[src/rtl/console_pkg.sv]
// console_pkg: shared types and constants for the console UART receiver.
// Holds the receive FSM states, register offsets and STATUS bit positions.
package console_pkg;

    typedef enum logic [1:0] {
        IDLE  = 2'd0,
        START = 2'd1,
        DATA  = 2'd2,
        STOP  = 2'd3
    } rx_state_e;

    localparam logic [31:0] CONSOLE_DATA_OFS   = 32'd0;
    localparam logic [31:0] CONSOLE_STATUS_OFS = 32'd4;

    localparam int ST_NEMPTY  = 0;
    localparam int ST_OVR     = 1;
    localparam int ST_FERR    = 2;
    localparam int ST_CNT_LSB = 8;

endpackage

[src/rtl/wb4_if.sv]
// wb4_if: Wishbone B4 classic bus bundle for the peripheral bus.
// DAT_O carries master write data, DAT_I carries slave read data.
interface wb4_if;

    logic        clk;
    logic        rst;
    logic        CYC;
    logic        STB;
    logic        WE;
    logic [31:0] ADR;
    logic [31:0] DAT_O;
    logic [31:0] DAT_I;
    logic        ACK;

    modport slave (
        input  clk, rst, CYC, STB, WE, ADR, DAT_O,
        output DAT_I, ACK
    );

    modport master (
        output clk, rst, CYC, STB, WE, ADR, DAT_O,
        input  DAT_I, ACK
    );

endinterface

[src/rtl/console_rx_fifo.sv]
// console_rx_fifo: DEPTH-entry circular byte FIFO for received characters.
// A pop is applied before a push, so a full FIFO accepts push+pop together.
module console_rx_fifo #(
    parameter int DEPTH = 8
) (
    input  logic                       clk,
    input  logic                       rst,
    input  logic                       i_push,
    input  logic                       i_pop,
    input  logic [7:0]                 i_din,
    output logic [7:0]                 o_dout,
    output logic                       o_empty,
    output logic                       o_full,
    output logic [$clog2(DEPTH+1)-1:0] o_count
);

    localparam int AW = $clog2(DEPTH);
    localparam int CW = $clog2(DEPTH+1);

    logic [7:0]    r_mem [DEPTH];
    logic [AW-1:0] r_wptr;
    logic [AW-1:0] r_rptr;
    logic [CW-1:0] r_count;
    logic          w_do_pop;
    logic          w_do_push;

    assign o_empty   = (r_count == '0);
    assign o_full    = (r_count == CW'(DEPTH));
    assign o_count   = r_count;
    assign o_dout    = r_mem[r_rptr];
    assign w_do_pop  = i_pop && !o_empty;
    assign w_do_push = i_push && (!o_full || w_do_pop);

    // storage array, written on an accepted push
    always_ff @(posedge clk) begin
        if (w_do_push) r_mem[r_wptr] <= i_din;
    end

    // pointers wrap naturally since DEPTH is a power of two
    always_ff @(posedge clk or negedge rst) begin
        if (!rst) begin
            r_wptr  <= '0;
            r_rptr  <= '0;
            r_count <= '0;
        end else begin
            if (w_do_push) r_wptr <= r_wptr + 1'b1;
            if (w_do_pop)  r_rptr <= r_rptr + 1'b1;
            if (w_do_push && !w_do_pop)      r_count <= r_count + 1'b1;
            else if (w_do_pop && !w_do_push) r_count <= r_count - 1'b1;
        end
    end

endmodule

[src/rtl/console_rx.sv]
// console_rx: Wishbone-readable 8N1 UART receiver for the console path.
// CONSOLE_RX_FIFO_EN selects a DEPTH-entry FIFO instead of one holding register.
module console_rx
    import console_pkg::*;
#(
    parameter int FREQUENCY    = 25000000,
    parameter int BAUD_RATE    = 115200,
    parameter int DELAY_CLOCKS = FREQUENCY / BAUD_RATE,
    parameter int DEPTH        = 8
) (
    input  logic clk,
    input  logic rst,
    wb4_if.slave wb,
    input  logic rx,
    output logic rx_irq
);

    localparam logic [31:0] C_FULL = 32'(DELAY_CLOCKS - 1);
    localparam logic [31:0] C_HALF = 32'(DELAY_CLOCKS / 2 - 1);

    rx_state_e   r_state, w_state_nxt;
    logic [31:0] r_cnt, w_cnt_nxt;
    logic [2:0]  r_nbit, w_nbit_nxt;
    logic [7:0]  r_shift, w_shift_nxt;
    logic        r_armed, w_armed_nxt;
    logic [1:0]  r_sync;
    logic        r_ovr, r_ferr, r_ack;
    logic [31:0] r_dat;
    logic        w_rxs, w_push, w_ferr_set, w_ovr_set;
    logic        w_req, w_sel_st, w_pop, w_clr_ovr, w_clr_ferr;
    logic        w_empty;
    logic [7:0]  w_head, w_count8;
    logic [31:0] w_rdata;

    assign w_rxs = r_sync[1];

    // two-flop synchronizer on the serial line, idles high
    always_ff @(posedge clk or negedge rst) begin
        if (!rst) r_sync <= 2'b11;
        else      r_sync <= {r_sync[0], rx};
    end

    // receive FSM state and datapath registers
    always_ff @(posedge clk or negedge rst) begin
        if (!rst) begin
            r_state <= IDLE;
            r_cnt   <= '0;
            r_nbit  <= '0;
            r_shift <= '0;
            r_armed <= 1'b0;
        end else begin
            r_state <= w_state_nxt;
            r_cnt   <= w_cnt_nxt;
            r_nbit  <= w_nbit_nxt;
            r_shift <= w_shift_nxt;
            r_armed <= w_armed_nxt;
        end
    end

    // next state: arming only in IDLE keeps a held-low break to one error
    always_comb begin
        w_state_nxt = r_state;
        w_cnt_nxt   = r_cnt + 32'd1;
        w_nbit_nxt  = r_nbit;
        w_shift_nxt = r_shift;
        w_armed_nxt = r_armed;
        w_push      = 1'b0;
        w_ferr_set  = 1'b0;
        unique case (r_state)
            IDLE: begin
                w_cnt_nxt  = '0;
                w_nbit_nxt = '0;
                if (w_rxs) begin
                    w_armed_nxt = 1'b1;
                end else if (r_armed) begin
                    w_armed_nxt = 1'b0;
                    w_state_nxt = START;
                end
            end
            START: begin
                if (r_cnt == C_HALF) begin
                    w_cnt_nxt   = '0;
                    w_state_nxt = w_rxs ? IDLE : DATA;
                end
            end
            DATA: begin
                if (r_cnt == C_FULL) begin
                    w_cnt_nxt   = '0;
                    w_shift_nxt = {w_rxs, r_shift[7:1]};
                    w_nbit_nxt  = r_nbit + 3'd1;
                    if (r_nbit == 3'd7) w_state_nxt = STOP;
                end
            end
            STOP: begin
                if (r_cnt == C_FULL) begin
                    w_cnt_nxt   = '0;
                    w_state_nxt = IDLE;
                    w_push      = w_rxs;
                    w_ferr_set  = !w_rxs;
                end
            end
            default: begin
                w_state_nxt = IDLE;
                w_cnt_nxt   = '0;
            end
        endcase
    end

    assign w_req      = wb.CYC && wb.STB && !r_ack;
    assign w_sel_st   = wb.ADR[2] == CONSOLE_STATUS_OFS[2];
    assign w_pop      = w_req && !wb.WE && !w_sel_st && !w_empty;
    assign w_clr_ovr  = w_req && wb.WE && w_sel_st && wb.DAT_O[ST_OVR];
    assign w_clr_ferr = w_req && wb.WE && w_sel_st && wb.DAT_O[ST_FERR];

`ifdef CONSOLE_RX_FIFO_EN
    logic [$clog2(DEPTH+1)-1:0] w_fcount;
    logic                       w_full;

    console_rx_fifo #(
        .DEPTH   (DEPTH)
    ) u_fifo (
        .clk     (clk),
        .rst     (rst),
        .i_push  (w_push),
        .i_pop   (w_pop),
        .i_din   (r_shift),
        .o_dout  (w_head),
        .o_empty (w_empty),
        .o_full  (w_full),
        .o_count (w_fcount)
    );

    assign w_count8  = 8'(w_fcount);
    assign w_ovr_set = w_push && w_full && !w_pop;
`else
    logic [7:0] r_hold;
    logic       r_valid;

    // single holding register; a same-cycle pop frees it for the push
    always_ff @(posedge clk or negedge rst) begin
        if (!rst) begin
            r_hold  <= '0;
            r_valid <= 1'b0;
        end else begin
            if (w_pop) r_valid <= 1'b0;
            if (w_push && (!r_valid || w_pop)) begin
                r_hold  <= r_shift;
                r_valid <= 1'b1;
            end
        end
    end

    assign w_empty   = !r_valid;
    assign w_head    = r_hold;
    assign w_count8  = {7'd0, r_valid};
    assign w_ovr_set = w_push && r_valid && !w_pop;
`endif

    assign rx_irq = !w_empty;

    // read mux for the addressed register
    always_comb begin
        w_rdata = '0;
        if (w_sel_st) begin
            w_rdata[ST_NEMPTY]         = !w_empty;
            w_rdata[ST_OVR]            = r_ovr;
            w_rdata[ST_FERR]           = r_ferr;
            w_rdata[ST_CNT_LSB +: 8]   = w_count8;
        end else if (!w_empty) begin
            w_rdata[7:0] = w_head;
        end
    end

    // bus ack, read data and sticky flags; a set beats a clear
    always_ff @(posedge clk or negedge rst) begin
        if (!rst) begin
            r_ack  <= 1'b0;
            r_dat  <= '0;
            r_ovr  <= 1'b0;
            r_ferr <= 1'b0;
        end else begin
            r_ack <= w_req;
            r_dat <= (w_req && !wb.WE) ? w_rdata : '0;
            if (w_ovr_set)       r_ovr <= 1'b1;
            else if (w_clr_ovr)  r_ovr <= 1'b0;
            if (w_ferr_set)      r_ferr <= 1'b1;
            else if (w_clr_ferr) r_ferr <= 1'b0;
        end
    end

    assign wb.ACK   = r_ack;
    assign wb.DAT_I = r_dat;

endmodule

[src/flat_wrapper.sv]
// flat-port wrapper written by rule: the top's interface ports become plain ports
module console_rx_flat import console_pkg::*;
#(
    parameter int FREQUENCY    = 25000000,
    parameter int BAUD_RATE    = 115200,
    parameter int DELAY_CLOCKS = FREQUENCY / BAUD_RATE,
    parameter int DEPTH        = 8
)
  (clk, rst, rx, rx_irq, wb_clk, wb_rst, wb_CYC, wb_STB, wb_WE, wb_ADR, wb_DAT_O, wb_DAT_I, wb_ACK);
  wb4_if wb_i ();
  input  logic clk;
  input  logic rst;
  input  logic rx;
  output logic rx_irq;
  input wire logic [$bits(wb_i.clk)-1:0] wb_clk;
  input wire logic [$bits(wb_i.rst)-1:0] wb_rst;
  input wire logic [$bits(wb_i.CYC)-1:0] wb_CYC;
  input wire logic [$bits(wb_i.STB)-1:0] wb_STB;
  input wire logic [$bits(wb_i.WE)-1:0] wb_WE;
  input wire logic [$bits(wb_i.ADR)-1:0] wb_ADR;
  input wire logic [$bits(wb_i.DAT_O)-1:0] wb_DAT_O;
  output wire logic [$bits(wb_i.DAT_I)-1:0] wb_DAT_I;
  output wire logic [$bits(wb_i.ACK)-1:0] wb_ACK;
  assign wb_i.clk = wb_clk;
  assign wb_i.rst = wb_rst;
  assign wb_i.CYC = wb_CYC;
  assign wb_i.STB = wb_STB;
  assign wb_i.WE = wb_WE;
  assign wb_i.ADR = wb_ADR;
  assign wb_i.DAT_O = wb_DAT_O;
  assign wb_DAT_I = wb_i.DAT_I;
  assign wb_ACK = wb_i.ACK;
  console_rx #(.FREQUENCY(FREQUENCY), .BAUD_RATE(BAUD_RATE), .DELAY_CLOCKS(DELAY_CLOCKS), .DEPTH(DEPTH)) u_core (.clk(clk), .rst(rst), .wb(wb_i), .rx(rx), .rx_irq(rx_irq));
endmodule
[config.mk]
export PLATFORM = sky130hd
export DESIGN_NAME = console_rx_flat
export DESIGN_NICKNAME = d
export VERILOG_FILES = /design/src/rtl/console_pkg.sv /design/src/rtl/wb4_if.sv /design/src/rtl/console_rx_fifo.sv /design/src/rtl/console_rx.sv /design/src/flat_wrapper.sv
export SDC_FILE = /design/constraint.sdc
export NUM_CORES = 1
export LEC_CHECK = 0
export CAP_MARGIN = 30
export CORE_MARGIN = 2
export CORE_UTILIZATION = 35
export DETAILED_ROUTE_END_ITERATION = 16
export DONT_BUFFER_PORTS = 1
export GPL_ROUTABILITY_DRIVEN = 0
export SLEW_MARGIN = 20
export SYNTH_ARGS = -nofsm -noshare
export SYNTH_HDL_FRONTEND = slang
export SYNTH_HIERARCHICAL = 1
export SYNTH_SLANG_ARGS = --single-unit
export TNS_END_PERCENT = 5
[constraint.sdc]
create_clock -name clk -period 2.5 [get_ports clk]
set_input_delay 0.375 -clock clk [delete_from_list [all_inputs] [get_ports clk]]
set_output_delay 0.375 -clock clk [all_outputs]
set_load 0.005 [all_outputs]
==> results.ini, run 1 <==
[timing]
fin_tns_setup_ps=0
worst_clock_skew_ps=13.6
hold_ws_ps=158
setup_viol_count_final=0
relSlewSlack_pct=50.6
layout_min_cycle_time_ps=2380
fin_crit_sh_pct=95.3
tightest_slew_ps=731
max_freq_mhz=420
slew_viol_final=0
rsz0062_at_grt=no
hold_viol=0

[yosys]
synth.area.mux_share_pct=5.76
synthFlopType=dfrtp_1
syn_area_per_cell_um2=10.4
synth-xor-area-share_pct=7.91
syn_inst=318
synth_compound_area_share_pct=3.09
yosysSeqAreaShare_pct=52.1
synth_top_family_by_area=simple AND/OR/NAND/NOR gates
synth_seq_cells=69
mappedNetlistArea_um2=3320
async_reset_ff_share_pct=100
yosys.area_share.simple_pct=22.1
synth_fa_ha_area_share_pct=1.51
synth_cell_type_count=41
synth_edf_count=0
yosys_warnings=6

[grt]
grt_max_degree=70
grt_pass1_vias=2167
antenna_found_initial=0
gr-usage-all-layers_pct=13.2
grt_overflow_total=0
grt_pass1_wl_um=10500

[flow_run]
drv_cap=0

[floorplan]
die_y_um=101
die_x_um=101
core-area_um2=9240
io-pin-count=106
initial_core_util_pct=36.0
dieArea_um2=10300
rows=35

[min_path]
hold_class=primary input to flip-flop

[worst_setup_path]
critPathMaxFanout=8
worst_path_largest_cell_delay_ps=590
crit_chain=nor4_1 > nand4_1 > or4_4 > nor3b_4 > buf_12 > mux2_2
crit_arrival_ps=2630
endpoint_kind=flip-flop
slowest_stage=or4_4
crit_type=flip-flop to flip-flop
worst_ep_required_time_ps=2740
startpoint_type=flip-flop

[layout]
final_nets=413
area_growth_syn_to_layout_pct=13.9
drive_above_1_share_pct=18.1
n_fill_cell=913
diodes=0

[cts]
cts_max_level=3
cts_inserted_buffers=9
numClockSinks=69
cts_tree=yes
root_buffer=clkbuf_8
clock_latency_ps=350
clkSlewWorstSetupHoldPaths_ps=80
clock_path_buffers=2

[drt]
drtIter0Drc=98
ant_nets=0
vias=2227
dr.pass1.iters=4
drc=0
wl_um=6150
wl_per_cell_um=13.0
via_per_inst=4.73

[pwr]
vdd_ir_drop_max_mv=0.183
p_per_area_nw_per_um2=651
leakage_uw=0.00170

[placement]
port_buffers=0
dp_hpwl_um=4050

[status]
outcome=finished clean

## logic make-up (layout without fill, tap and decap cells)
group	after synthesis	count (layout)
AND/OR/NAND/NOR	140	140
buffers and inverters	43	45
other	1	23
adder cells (fa/ha/maj)	4	4
multiplexers	17	17
XOR/XNOR	30	30
AO/OA/AOI/OAI	14	14
flip-flops	69	69
## power by group
| group | leakage (µW) | switching, µW | internal (µW) |
|---|---|---|---|
| sequential | 0.000935 | 79.1 | 1180 |
| clock | 0.000103 | 453 | 495 |
| combinational | 0.000658 | 141 | 116 |
| total | 0.00170 | 673 | 1790 |
## through the flow
stage | worst slack [ps] | cell area, µm² | total power [µW] | util [%] | cells
2_1_floorplan | 258 | 3400 | 1460 | - | 340
3_3_place_gp | 80.1 | 3520 | 1490 | 38.1 | 451
3_5_place_dp | 63.7 | 3520 | 1510 | 38.1 | 451
4_1_cts | 38.5 | 3760 | 2490 | 40.7 | 469
5_1_grt | 9.81 | 3780 | 2590 | 40.9 | 471
6_report | 117 | 3780 | 2460 | 40.9 | 471
## cell type report
class / count / area [µm²] / area share (%)
sequential: 69 / 1730 / 45.7
multi-input combinational: 228 / 1440 / 38.0
timing repair buffer: 21 / 220 / 5.82
tap: 129 / 161 / 4.27
clock buffer: 10 / 138 / 3.64
clock inverter: 6 / 68.8 / 1.82
inverter: 8 / 30.0 / 0.794
## final timing paths
check	endpoint	cells after the start	start	slack [ps]
setup / recovery	u_core/r_hold[1]	6	u_core/r_cnt[15]	120
hold / removal	u_core/wb.DAT_I[0]	2	wb_ADR[2]	160
setup reg to reg	u_core/r_hold[1]	6	u_core/r_cnt[15]	120
hold reg to reg	u_core/r_sync[1]	0	u_core/r_sync[0]	360
max in group asynchronous	u_core/r_sync[0]	2	rst	1630
min in group asynchronous	u_core/r_cnt[19]	2	rst	540
## state kept, by name, summed over array words and instances, names as in the netlist, named ones only
name,flops
u_core/r_cnt,32
u_core/r_ferr,1
u_core/r_shift,8
u_core/r_nbit,3
u_core/r_sync,2
u_core/rx_irq,1
u_core/r_ovr,1
u_core/r_state,1
u_core/r_hold,8
u_core/wb.ACK,1
u_core/r_armed,1
u_core/wb.DAT_I,9
## cells in the final DEF (no fill, tap or decap), drive strengths merged, types with 7 or more instances in the layout
| master | Yosys | layout |
|---|---|---|
| clkbuf | 11 | 10 |
| xor2 | 7 | 7 |
| mux2 | 17 | 17 |
| nand2 | 19 | 19 |
| buf | 24 | 19 |
| inv | 8 | 10 |
| nor3 | 19 | 19 |
| conb | 1 | 23 |
| dfrtp | 67 | 67 |
| xnor2 | 23 | 23 |
| nor2 | 39 | 39 |
| nand3 | 17 | 17 |
| nor4 | 11 | 11 |
## Yosys cell counts, types with 5 or more instances
| master | count | area [µm²] |
|---|---|---|
| and2_1 | 5 | 31.3 |
| buf_4 | 23 | 173 |
| clkbuf_1 | 11 | 41.3 |
| dfrtp_1 | 67 | 1680 |
| inv_1 | 8 | 30.0 |
| mux2_2 | 17 | 191 |
| nand2_1 | 19 | 71.3 |
| nand3_1 | 17 | 85.1 |
| nand4_1 | 5 | 31.3 |
| nor2_1 | 37 | 139 |
| nor3_1 | 19 | 95.1 |
| nor4_1 | 11 | 68.8 |
| or3_1 | 5 | 31.3 |
| xnor2_1 | 23 | 201 |
| xor2_1 | 7 | 61.3 |
## critical path: cells and delay by family (launching register included)
kind	cells	cell delay, ps
mux	1	330
buf+inv	1	150
simple gates	4	1410
flops	1	390
## metal layers
layer | up-vias | track usage (%) | routed length [µm]
li1 | 1084 | - | -
met1 | 1084 | 17.8 | 2960
met2 | 52 | 19.6 | 2850
met3 | 7 | 3.45 | 222
met4 | 0 | 6.55 | 112
met5 | - | 0 | 0
## timing repair
item                                   4_1_cts  5_1_grt
setup endpoints to repair                    0       16
hold buffers                                 2        1
buffers inserted                             0        1
resized for setup                            0        1
endpoints found under the hold margin       69        1
Note: power is estimated with default switching activity, not from simulation.
==> run 2: changes to the inputs <==
--- a/config.mk
+++ b/config.mk
@@ -5,12 +5,14 @@
 export SDC_FILE = /design/constraint.sdc
 export NUM_CORES = 1
 export LEC_CHECK = 0
+export ABC_CLOCK_PERIOD_IN_PS = 2800
 export CAP_MARGIN = 30
 export CORE_MARGIN = 2
 export CORE_UTILIZATION = 35
 export DETAILED_ROUTE_END_ITERATION = 16
 export DONT_BUFFER_PORTS = 1
 export GPL_ROUTABILITY_DRIVEN = 0
+export HOLD_SLACK_MARGIN = 0.02
 export SLEW_MARGIN = 20
 export SYNTH_ARGS = -nofsm -noshare
 export SYNTH_HDL_FRONTEND = slang
==> constraint.sdc (replaced) <==
create_clock -name clk -period 2.8 [get_ports clk]
set_input_delay 0.42 -clock clk [delete_from_list [all_inputs] [get_ports clk]]
set_output_delay 0.42 -clock clk [all_outputs]
set_load 0.005 [all_outputs]
==> run 2 against run 1 <==
Effect of this change:
- combinational power is 21% lower
- design area fell by 3.8%
- clock-buffer cell count decreased by 1
- sequential power fell by 10%
- sequential share of layout area rose by 1.8 points
- non-clock buffer count down 16
- clock skew fell by 3.1 ps
- critical path depth is 1 lower
- core utilization is 1.6 points lower
- wire length shrank 5.3%
- hold slack worse by 95 ps
- sequential cell count is the same
- critical path type unchanged
- critical endpoint is now u_core/r_hold[5]
- largest power group unchanged
==> results.ini, run 2 (same netlist as run 1, synthesis figures left out) <==
[status]
outcome=finished clean

[pwr]
leakage_uw=0.00161
p_clk_share_pct=41.2
vdd_ir_drop_max_mv=0.233
finalPower_uw=2260
swShare_pct=26.6
p_int_uw=1660
seqPwrFrac_pct=49.9
power_frac_comb_pct=9.0
p_per_area_nw_per_um2=621
p_switching_uw=600

[drt]
drtIter0Drc=69
ant_nets=0
dr.pass1.iters=4
via_per_inst=4.68
vias=2130
wl_um=5820
wl_per_cell_um=12.8
drc=0

[floorplan]
initial_core_util_pct=36.0
core-area_um2=9240
dieArea_um2=10300
die_y_um=101
io-pin-count=106
rows=35
die_x_um=101

[layout]
layout_commonest_cell=dfrtp_1
final_cells=455
area_growth_syn_to_layout_pct=9.57
top_register=u_core/r_cnt
final_nets=397
layout_common_cells=dfrtp_1, nor2_1, xnor2_1, conb_1
diodes=0
drive_above_1_share_pct=14.1
n_fill_cell=908
largest_register_ff_count=32

[placement]
dp_hpwl_um=3790
detailedPlace.worstSlack_ps=157
port_buffers=0
post-place-cells=437

[worst_setup_path]
reg2reg_from=u_core/r_cnt[15]
crit_arrival_ps=2890
r2r_end=u_core/r_hold[5]
worst_ep_required_time_ps=3030
crit_type=flip-flop to flip-flop
critPathMaxFanout=12
startpoint_type=flip-flop
rrSetupSlack_ps=140
startpoint=u_core/r_cnt[15]
endpoint_kind=flip-flop
rr_worst_depth=5

[cts]
cts_max_level=3
cts_inserted_buffers=9
clkSlewWorstSetupHoldPaths_ps=80
numClockSinks=69
clock_path_buffers=2
clock_latency_ps=350
root_buffer=clkbuf_8
cts_tree=yes
post_cts_resized=0

[timing]
setup_viol_count_final=0
slew_viol_final=0
hold_viol=0
worst_clock_skew_ps=10.5
layout_min_cycle_time_ps=2660
relSlewSlack_pct=55.0
fin_crit_sh_pct=94.9
fin_tns_setup_ps=0
tightest_slew_ps=665
rsz0062_at_grt=no
fin_ws_ps=142
max_freq_mhz=376

[grt]
grt_max_degree=70
grt_pass1_wl_um=10300
gr-usage-all-layers_pct=12.9
antenna_found_initial=0
grt_pass1_vias=2077
grt_overflow_total=0

[min_path]
whs_path_depth=0
worstHoldStart=rx
whs_endpoint=u_core/r_sync[0]
hold_class=primary input to flip-flop

[flow_run]
drv_cap=0

-- run 2: cell count changes in the layout (fill, tap and decap cells not counted) --
cell           previous run  this run
clkbuf_8                 10         9
buf_4                    15         3
inv_8                     0         1
buf_12                    3         0
nor4_2                    1         0
bufinv_16                 1         2
clkinv_2                  1         0
dlygate4sd3_1             2         1
nor4_1                   10        11
-- run 2: worst max-delay path by stage --
| stage | slack [ps] | end |
|---|---|---|
| floorplan | 560 | u_core/r_hold[0] |
| global placement | 190 | u_core/r_hold[6] |
| detailed placement | 160 | u_core/r_hold[5] |
| CTS | 150 | u_core/r_hold[5] |
| global route | 2 | u_core/r_hold[5] |
| finish | 140 | u_core/r_hold[5] |
-- run 2: metal layers --
metal  part of all wire, %  vias up  GRT usage [%]
li1                      -     1050              -
met1                    50     1027           18.2
met2                    45       49           18.4
met3                   3.9        4           2.69
met4                   1.1        0           7.17
met5                     0        -              0
-- run 2: timing repair --
action                                 4_1_cts  5_1_grt
setup endpoints to repair                    0        0
endpoints found under the hold margin       69        0
hold buffers                                 2        0
setup buffers                                0        0
-- run 2: critical path, stage by stage, from the launching register on --
cell and delay, ps:
dfrtp_1 410, nor4_1 380, nand4_1 220, or4_4 680, nor3b_4 470, mux2_2 390
-- run 2: power groups by stage --
| stage | registers [µW] | logic, µW | clock network, µW |
|---|---|---|---|
| finish | 1130 | 202 | 930 |
| global route | 1140 | 240 | 1000 |
| CTS | 1130 | 209 | 959 |
| detailed placement | 1140 | 184 | 0 |
| global placement | 1140 | 172 | 0 |
| floorplan | 1120 | 185 | 0 |
-- run 2: cell type report --
cell class	instances	area [µm²]	area share, %
flip-flops and latches	69	1730	47.5
multi-input cells	228	1430	39.3
well taps	129	161	4.43
clock buffers	9	124	3.40
clock inverters	7	105	2.89
repair buffers	5	60.1	1.65
inverters	8	30.0	0.825
-- run 2: per-stage QoR --
step | hold WS (ps) | util (%) | area, µm²
after floorplan | 124 | - | 3400
after global placement | 126 | 36.5 | 3370
after detailed placement | 126 | 36.5 | 3370
after CTS | 42.6 | 39.4 | 3640
after global routing | 41.9 | 39.4 | 3640
final | 62.4 | 39.4 | 3640
